--- src/rtl/keypad_scanner.sv ---
// keypad_scanner: 4x4 matrix keypad row scanner that locks onto a held key.
//   clk, reset  : system clock, synchronous active-high reset
//   col_n       : keypad columns, active-low, asynchronous to clk
//   row_n       : one-hot active-low row drive
//   key_pressed : high while a key is held on the locked row
//   key_code    : hex value of the last captured key
//   key_new     : one-cycle pulse when a key is captured
module keypad_scanner #(
  parameter int SCAN_DIV = 4800
) (
  input  logic       clk,
  input  logic       reset,
  input  logic [3:0] col_n,
  output logic [3:0] row_n,
  output logic       key_pressed,
  output logic [3:0] key_code,
  output logic       key_new
);
  localparam int CW = $clog2(SCAN_DIV);
  localparam logic [CW-1:0] LAST = CW'(SCAN_DIV - 1);
  // Nibble {row,col} holds that key's hex code; row 3 reads E,0,F,D from col0
  localparam logic [63:0] KEY_MAP = 64'hDF0E_C987_B654_A321;
  typedef enum logic {SCAN, HOLD} state_t;
  state_t        state_q;
  logic [CW-1:0] cnt_q, cnt_d;
  logic [1:0]    r_q, c;
  logic [3:0]    sync_q, col_s_q, row_q, code_q;
  logic          pressed_q, new_q, sample, idle;
  always_comb begin
    sample = cnt_q == LAST;
    idle   = &col_s_q;
    cnt_d  = sample ? '0 : cnt_q + 1'b1;
    c      = !col_s_q[0] ? 2'd0 : !col_s_q[1] ? 2'd1 : !col_s_q[2] ? 2'd2 : 2'd3;
  end
  always_ff @(posedge clk) begin
    if (reset) begin
      state_q   <= SCAN;
      cnt_q     <= '0;
      r_q       <= 2'd0;
      row_q     <= 4'b1110;
      sync_q    <= 4'b1111;
      col_s_q   <= 4'b1111;
      code_q    <= 4'h0;
      pressed_q <= 1'b0;
      new_q     <= 1'b0;
    end else begin
      sync_q  <= col_n;
      col_s_q <= sync_q;
      cnt_q   <= cnt_d;
      new_q   <= 1'b0;
      if (sample) begin
        // An all-idle row advances the scan from either state; a held key in HOLD changes nothing
        if (idle) begin
          state_q   <= SCAN;
          r_q       <= r_q + 2'd1;
          row_q     <= ~(4'b0001 << (r_q + 2'd1));
          pressed_q <= 1'b0;
        end else if (state_q == SCAN) begin
          state_q   <= HOLD;
          code_q    <= KEY_MAP[{r_q, c, 2'b00} +: 4];
          pressed_q <= 1'b1;
          new_q     <= 1'b1;
        end
      end
    end
  end
  assign row_n       = row_q;
  assign key_pressed = pressed_q;
  assign key_code    = code_q;
  assign key_new     = new_q;
endmodule
--- config.mk ---
export PLATFORM = sky130hd
export DESIGN_NAME = keypad_scanner
export DESIGN_NICKNAME = d
export VERILOG_FILES = /design/src/rtl/keypad_scanner.sv
export SDC_FILE = /design/constraint.sdc
export NUM_CORES = 1
export LEC_CHECK = 0
export ABC_AREA = 1
export CORE_ASPECT_RATIO = 0.9
export CORE_MARGIN = 2
export CORE_UTILIZATION = 50
export DETAILED_ROUTE_END_ITERATION = 7
export PLACE_DENSITY = 0.74
export SETUP_SLACK_MARGIN = 0.2
export SLEW_MARGIN = 20
export SYNTH_ARGS = -nofsm -noshare
export SYNTH_HDL_FRONTEND = slang
export SYNTH_SLANG_ARGS = --single-unit
export TNS_END_PERCENT = 5
--- constraint.sdc ---
create_clock -name clk -period 1.4 [get_ports clk]
set_input_delay 0.21 -clock clk [delete_from_list [all_inputs] [get_ports clk]]
set_output_delay 0.21 -clock clk [all_outputs]
set_load 0.01 [all_outputs]
=== Yosys cells after proc, flatten, opt, wreduce, memory -nomap -nowiden ===
Cells that the tools add are included.

* Bits in registers: 34
* Output and inout bits: 10
* Word-level logic and storage cells: 32

* Add/subtract/negate cells: 2
* Eq/ne operators: 2
* Shift-type cells: 2
* Muxes and demuxes: 7
* Bitwise gates (word level): 4
* Reductions and logical operators: 6

{| class="wikitable"
|+ Operators with widths
! kind !! count
|-
| indexed part select 64 x 7 -> 4 bit (first input constant) || 1
|-
| adder 13 x 1 -> 13 bit (second input constant) || 1
|-
| equality test 13 bit (second input constant) || 1
|-
| 2-to-1 mux 1 bit || 5
|-
| AND reduction 5 bit || 1
|-
| 2-to-1 mux 2 bit || 2
|-
| NOT 4 bit || 1
|-
| AND reduction 4 bit || 1
|-
| << shifter 1 x 2 -> 4 bit (first input constant) || 1
|-
| NOT 1 bit || 3
|-
| AND reduction 3 bit || 1
|-
| OR reduction 3 bit || 1
|-
| adder 2 x 1 -> 2 bit (second input constant) || 1
|-
| != test 2 x 1 -> 1 bit (second input constant) || 1
|-
| AND reduction 2 bit || 1
|-
| OR reduction 2 bit || 1
|}

=== Longest topological paths before layout ===
Gate-level depths: netlist of the first run.

* Depth in word-level cells: 4
* Mapped depth: 12
* Gate-level depth less buffers: 12

=== Worst setup path before layout of the first run ===
Ideal clock, no wire load.

* Kind: register -> register
* From: register cnt_q[0]
* To: register cnt_q[7]
* Arrival: 1.202 ns
* Data required time: 1.282 ns
* Path slack: 0.080 ns
* Cell stages (with the launch flop): 8
* Buffers on the path: 1
* Cell sequence: dfxtp_1 -> ha_1 -> nand2_1 -> nor2_4 -> nand3_1 -> nand2_2 -> buf_6 -> nor3_1

* Word-level cells in the longest chain between the ends: 2
* Elaborated cells between the ends (all ways): 3

{| class="wikitable"
|+ RTL lines
! what !! RTL line !! text
|-
| from (decl) || 25 || <nowiki>logic [CW-1:0] cnt_q, cnt_d;</nowiki>
|-
| from (signal assigned) || 49 || <nowiki>cnt_q <= cnt_d;</nowiki>
|-
| parallel branches: the longest is 2 deep, another holds adder 13 x 1 -> 13 bit || - ||
|}

Several ways; the timed one is not identified.
A chain may end at the register's enable or synchronous reset.

=== Final worst setup path of the first run ===
* From: register cnt_q[1]
* To: register cnt_q[4]

Same word-level chain as after synthesis.

==> results_dict.tcl, run 1 <==
set metrics [dict create \
    cp_cell_sequence "ha_4 -> nand2_4 -> nor2_4 -> nand3_4 -> nand2_4 -> buf_12 -> nor2_1" \
    rows 19 \
    vdd_ir_drop_max_v 0.0007596 \
    grt_max_degree 14 \
    ys_ff_latch 34 \
    drtPass1Iterations 4 \
    drt_iter0_markers 52 \
    cellPowerDensity_nw_per_um2 885.8 \
    yosysMostFrequentCell "nand2_1" \
    rsz0062_at_grt "true" \
    ys_seq_area_frac 0.4267 \
    die_y_um 57.59 \
    overflow 0 \
    cp_common_cell "nand2_4" \
    fin_skew_ns 0.007672 \
    synth_compound_area_frac 0.02980 \
    yosys.cell_types.count 22 \
    path_clk_slew_ns 0.11 \
    arrival_ns 1.60 \
    drive_above_1_share 0.2379 \
    pin_count 16 \
    synth-simple-area-share 0.3373 \
    cts_hold_buf 0 \
    syn_avg_cell_area_um2 7.386 \
    synth_edf_count 0 \
    slowest_delay_ns 0.37 \
    netlist_instances 216 \
    leakagePower_nw 0.9609 \
    netlist_top_cells_count "nand2_1 (54), nor2_1 (37), dfxtp_1 (34)" \
    htree_levels 2 \
    setup_violations 0 \
    area_delta_synth_final_pct 28.78 \
    design_area_um2 2054 \
    slowest_stage "dfxtp_2" \
    synthesis.nets 232 \
    grt_pass1_vias 1154 \
    drv_cap 0 \
    period_minus_slack_ns 1.376 \
    yosysWarnings 0 \
    period_share 0.9825 \
    synth_fa_ha_area_frac 0.07843 \
    synth_area_leaders "dfxtp_1 (43%), nand2_1 (13%), nor2_1 (8.7%)" \
    finalNonFillerCells 290 \
    antenna_found_initial 0 \
    synth.mux.area_fraction 0 \
    crit_required_ns 1.63 \
    start_util 0.5243 \
    hold_class "register to register" \
    seqPwrFrac 0.548 \
    p_int_mw 1.417 \
    p_comb_frac 0.068 \
    ant_nets 0 \
    worst_slack_ns 0.02447 \
    hold_viol_final 0 \
    dp_cells 278 \
    dieArea_um2 3659 \
    synth_top_family_by_area "simple AND/OR/NAND/NOR gates" \
    slew_violations 0 \
    slew_headroom 0.8064 \
    cts_tree "done" \
    status "finished, final reports clean" \
    synth_xor_area_frac 0.02745 \
    wl_um 2964 \
    async_flop_share 0 \
    switching_share 0.2214 \
    yosysTopAreaCellShare 0.4267 \
    tightest_slew_ns 0.2882 \
    clockRootBuffer "clkbuf_4" \
    power.switching_uw 402.9 \
    nets 263 \
    clock_power_share 0.384 \
    crit_fanout 5 \
    fin_util 0.6752 \
    cts_buffers 5 \
    ys.flop_type "dfxtp_1" \
    synth_largest_area_cell "dfxtp_1" \
    die_x_um 63.54 \
    io_buffers 15 \
    grtUsageTotal 0.1682 \
    drcViolationCount 0 \
    syn_area_um2 1595 \
    diodes 0 \
    hpwlAfterDp_um 1942 \
    insertion_delay_ns 0.33 \
    place_congestion 0.8362 \
    cp-end-kind "register" \
    core_um2 3043 \
    place_ws_ns 0.03224 \
    path_class "register to register" \
    r2r_slack_ns 0.02 \
    num_vias 1335 \
    fmax_mhz 727.0 \
    vias_per_cell 4.603 \
    dpl_cell_area_um2 1849 \
    clkSinkCount 34 \
    grt_pass1_wl_um 4802 \
    worst_setup_path_start_kind "register" \
    cts_buffer_depth 2 \
    wl_per_cell_um 10.22 \
]
## power by group through the flow
stage / Sequential (mW) / Combinational [mW] / Clock, mW
2_1_floorplan: 1.02 / 0.0719 / 0
3_3_place_gp: 1.02 / 0.0941 / 0
3_5_place_dp: 1.02 / 0.0948 / 0
4_1_cts: 0.998 / 0.102 / 0.709
5_1_grt: 1.00 / 0.141 / 0.735
6_report: 0.998 / 0.124 / 0.698
## what timing repair did
item / in CTS / in global routing
setup buffers: 0 / 3
endpoints found under the setup margin: 36 / 27
gates cloned: 0 / 1
pin swaps: 12 / 7
hold endpoints to repair: 0 / 0
resized for setup: 22 / 14
## per-layer routing
layer  part of all wire  wire length, µm  track usage  vias to the layer above
li1                   -                -            -                      719
met1               0.47             1382       0.2060                      586
met2               0.48             1414       0.2812                       26
met3              0.044              131      0.05720                        4
met4              0.012               36      0.05280                        0
met5                  0                0            0                        -
## kinds of logic (layout without fill, tap and decap cells)
logic type / count (synthesis) / count (layout)
adder cells (fa/ha/maj): 10 / 10
buffers and inverters: 36 / 67
AND/OR/NAND/NOR: 122 / 123
AO/OA/AOI/OAI: 9 / 9
XOR/XNOR: 5 / 5
flip-flops: 34 / 34
## worst max-delay path, delay by kind of cell (launching register included)
kind	cells	cell delay, ns
and+or+nand+nor	5	0.63
DFF	1	0.37
adders and majority gates	1	0.15
buffers and inverters	1	0.12
## cells in the final DEF, fill, tap and decap left out, drive strengths merged, types with 3 or more instances in the layout
cell / count
dlygate4sd2: 9
o21ai: 4
inv: 32
clkdlybuf4s50: 5
xor2: 3
clkbuf: 5
ha: 10
a21oi: 4
dfxtp: 34
buf: 12
nand3: 14
nor2: 38
or2: 9
nand2: 56
## through the flow
stage | hold WS [ns] | setup TNS, ns | total power, mW
5_1_grt | 0.4302 | -0.4176 | 1.877
3_5_place_dp | 0.3923 | 0 | 1.112
2_1_floorplan | 0.3138 | 0 | 1.087
6_report | 0.4199 | 0 | 1.820
4_1_cts | 0.4151 | 0 | 1.809
3_3_place_gp | 0.3920 | 0 | 1.110
## worst paths after layout
path                   from         end  depth (start not counted)
setup / recovery   cnt_q[1]    cnt_q[4]                          7
hold / removal    sync_q[3]  col_s_q[3]                          1
setup reg to reg   cnt_q[1]    cnt_q[4]                          7
hold reg to reg   sync_q[3]  col_s_q[3]                          1
## state kept, by name (all words and copies together) (netlist names)
signal       cells
col_s_q          4
state_q          1
key_pressed      1
key_new          1
r_q              2
sync_q           4
row_n            4
cnt_q           13
key_code         4
## cell type report
cell class                      instances  area [µm²]
Clock buffer                            5       37.54
Clock inverter                          3       40.04
Fill cell                             296       988.4
Inverter                               32       122.6
Multi-Input combinational cell        147       867.1
Sequential cell                        34       689.4
Tap cell                               42       52.55
Timing Repair Buffer                   27       245.2
Power figures use the tool's default switching activity.
==> run 2, diff against run 1 <==
--- a/config.mk
+++ b/config.mk
@@ -5,13 +5,12 @@
 export SDC_FILE = /design/constraint.sdc
 export NUM_CORES = 1
 export LEC_CHECK = 0
-export ABC_AREA = 1
 export CORE_ASPECT_RATIO = 0.9
-export CORE_MARGIN = 2
-export CORE_UTILIZATION = 50
+export CORE_UTILIZATION = 49
 export DETAILED_ROUTE_END_ITERATION = 7
-export PLACE_DENSITY = 0.74
+export PLACE_DENSITY = 0.73
 export SETUP_SLACK_MARGIN = 0.2
+export SKIP_LAST_GASP = 1
 export SLEW_MARGIN = 20
 export SYNTH_ARGS = -nofsm -noshare
 export SYNTH_HDL_FRONTEND = slang
==> run 2 against run 1 <==
Net effect: the flow now finishes with violations (negative setup slack); flip-flop and latch count unchanged; core utilization increased by 3.4 points; total power increased by 1.0%; critical path depth decreased by 2; cell count decreased by 14%; wire length decreased by 2.3%; via count decreased by 6.6%; combinational power increased by 8%; global-route usage increased by 4.1 points.
==> results_dict.tcl, run 2 <==
set metrics [dict create \
    status "finished, violations left" \
    violations "negative setup slack" \
    worst_slack_ns -0.5541 \
    hold_class "register to register" \
    drv_cap 0 \
    dieArea_um2 3374 \
    cts_buffers 5 \
    cts_buffer_depth 2 \
    path_class "register to register" \
    drt_iter0_markers 55 \
    tightest_slew_ns 0.4057 \
    antenna_found_initial 0 \
    insertion_delay_ns 0.34 \
    cts_hold_buf 0 \
    fin_util 0.7091 \
    grt_util_met3 0.07728 \
    diodes 0 \
    dpl_cell_area_um2 1938 \
    period_minus_slack_ns 1.954 \
    path_clk_slew_ns 0.10 \
    fin_skew_ns 0.007778 \
    cts_tree "done" \
    hold_slack_ns 0.4157 \
    ff_latch_area_um2 680.7 \
    design_area_um2 2028 \
    num_vias 1247 \
    drtPass1Iterations 4 \
    crit_fanout 8 \
    wl_per_cell_um 11.68 \
    overflow 0 \
    hpwlAfterDp_um 2209 \
    clockRootBuffer "clkbuf_4" \
    ys_seq_area_frac 0.4416 \
    slew_violations 0 \
    pin_count 16 \
    grt_max_degree 13 \
    synth_edf_count 0 \
    dp_cells 240 \
    cellPowerDensity_nw_per_um2 906.5 \
    drive_above_1_share 0.2404 \
    netlist_top_cells_count "dfxtp_1 (34), nor2_1 (22), nand2_1 (11)" \
    top_register "cnt_q" \
    final_cell_mix "dfxtp_1 (34), buf_4 (26), nor2_1 (22)" \
    yosysTopAreaCellShare 0.4416 \
    yosysMostFrequentCell "dfxtp_1" \
    rows 18 \
    syn_area_um2 1541 \
    worst_setup_path_start_kind "register" \
    clkSinkCount 34 \
    top_usage_layer "met2" \
    arrival_ns 2.19 \
    htree_levels 2 \
    rsz0062_at_grt "true" \
    io_buffers 15 \
    slew_headroom 0.7270 \
    synth_largest_area_cell "dfxtp_1" \
    netlist_instances 161 \
    largest_register_ffs 13 \
    grt_pass1_vias 1188 \
    synth_area_leaders "dfxtp_1 (44%), ha_1 (8.1%), nor2_1 (5.4%)" \
    fmax_mhz 511.7 \
    vdd_ir_drop_max_v 0.0006103 \
    area_delta_synth_final_pct 31.58 \
    nFillCells 222 \
    wl_um 2897 \
    grt_pass1_wl_um 5237 \
    ys.flop_type "dfxtp_1" \
    final_common_cell "dfxtp_1" \
    use_met1 0.2652 \
    cp-end-kind "register" \
    ant_nets 0 \
    core_um2 2860 \
    finalNonFillerCells 248 \
    die_y_um 55.21 \
    nets 223 \
    setup_violations 35 \
    die_x_um 61.12 \
    yosysWarnings 0 \
    drcViolationCount 0 \
    grtUsageTotal 0.2095 \
    syn_avg_cell_area_um2 9.574 \
    ys_ff_latch 34 \
    setup_tns_ns -11.41 \
    multi_input_area_um2 804.5 \
    hold_viol_final 0 \
    synthesis.nets 177 \
    place_congestion 0.8565 \
    start_util 0.5389 \
    yosys.cell_types.count 36 \
    use_met2 0.3214 \
    vias_per_cell 5.028 \
    crit_required_ns 1.63 \
    leakagePower_nw 0.8503 \
    period_share 1.396 \
    async_flop_share 0 \
]
run 2: cell types whose count changed after synthesis, sizes merged, moves of 5 or more:
cell / delta
inv: -25
nand2: -44
nand3: -11
nor2: -15
nor2b: +5
run 2: critical path, cell delays in order, from the launching register on:
cell	delay, ns
dfxtp_1	0.32
or4b_4	0.54
or4_4	0.43
buf_6	0.16
nor2_8	0.09
mux2_4	0.31
run 2: timing repair:
item	4_1_cts	5_1_grt
setup endpoints to repair	36	36
gates resized for setup	2	1
hold endpoints to repair	0	0
buffers inserted	0	0
pin swaps	0	0
run 2: kinds of logic after synthesis:
logic type / count (synthesis) / synth area share
mux: 5 / 0.03571
flops: 34 / 0.4416
buf+inv: 12 / 0.03896
xor+xnor: 11 / 0.06250
fa+ha+maj: 10 / 0.08117
simple gates: 70 / 0.2533
compound gates: 19 / 0.08686
run 2: stage by stage:
stage,power (mW),setup WS [ns]
floorplan,1.085,-0.5778
detailed placement,1.148,-0.5217
global placement,1.145,-0.4951
finish,1.839,-0.5541
global route,1.941,-0.6063
CTS,1.861,-0.5548
run 2: cell type report:
type                       instances  area share
timing repair buffer              44      0.1912
multi-input combinational        115      0.3967
clock inverter                     2     0.01851
sequential                        34      0.3356
inverter                           7     0.01295
clock buffer                       6     0.02036
tap                               40     0.02468
run 2: report_power, final:
part           total, mW  switching (mW)  internal (mW)
combinational      0.134          0.0652         0.0689
sequential         0.992         0.00730          0.985
clock              0.712           0.336          0.376
run 2: final timing paths:
check | startpoint | end | slack (ns) | cells past startpoint
worst min-delay path | sync_q[0] | col_s_q[0] | 0.42 | 1
worst max-delay path | cnt_q[11] | r_q[0] | -0.55 | 5
worst min register to register | sync_q[0] | col_s_q[0] | 0.42 | 1
worst max register to register | cnt_q[11] | r_q[0] | -0.55 | 5
run 2: metal layers:
metal / wire length [µm] / part of all wire
met4: 42 / 0.014
met5: 0 / 0
met1: 1337 / 0.46
met3: 152 / 0.052
met2: 1365 / 0.47
==> run 3, diff against run 2 <==
--- a/config.mk
+++ b/config.mk
@@ -5,6 +5,7 @@
 export SDC_FILE = /design/constraint.sdc
 export NUM_CORES = 1
 export LEC_CHECK = 0
+export CAP_MARGIN = 20
 export CORE_ASPECT_RATIO = 0.9
 export CORE_UTILIZATION = 49
 export DETAILED_ROUTE_END_ITERATION = 7
==> results of run 3 <==
Final layout, timing and power as in run 2 (identical DEF).
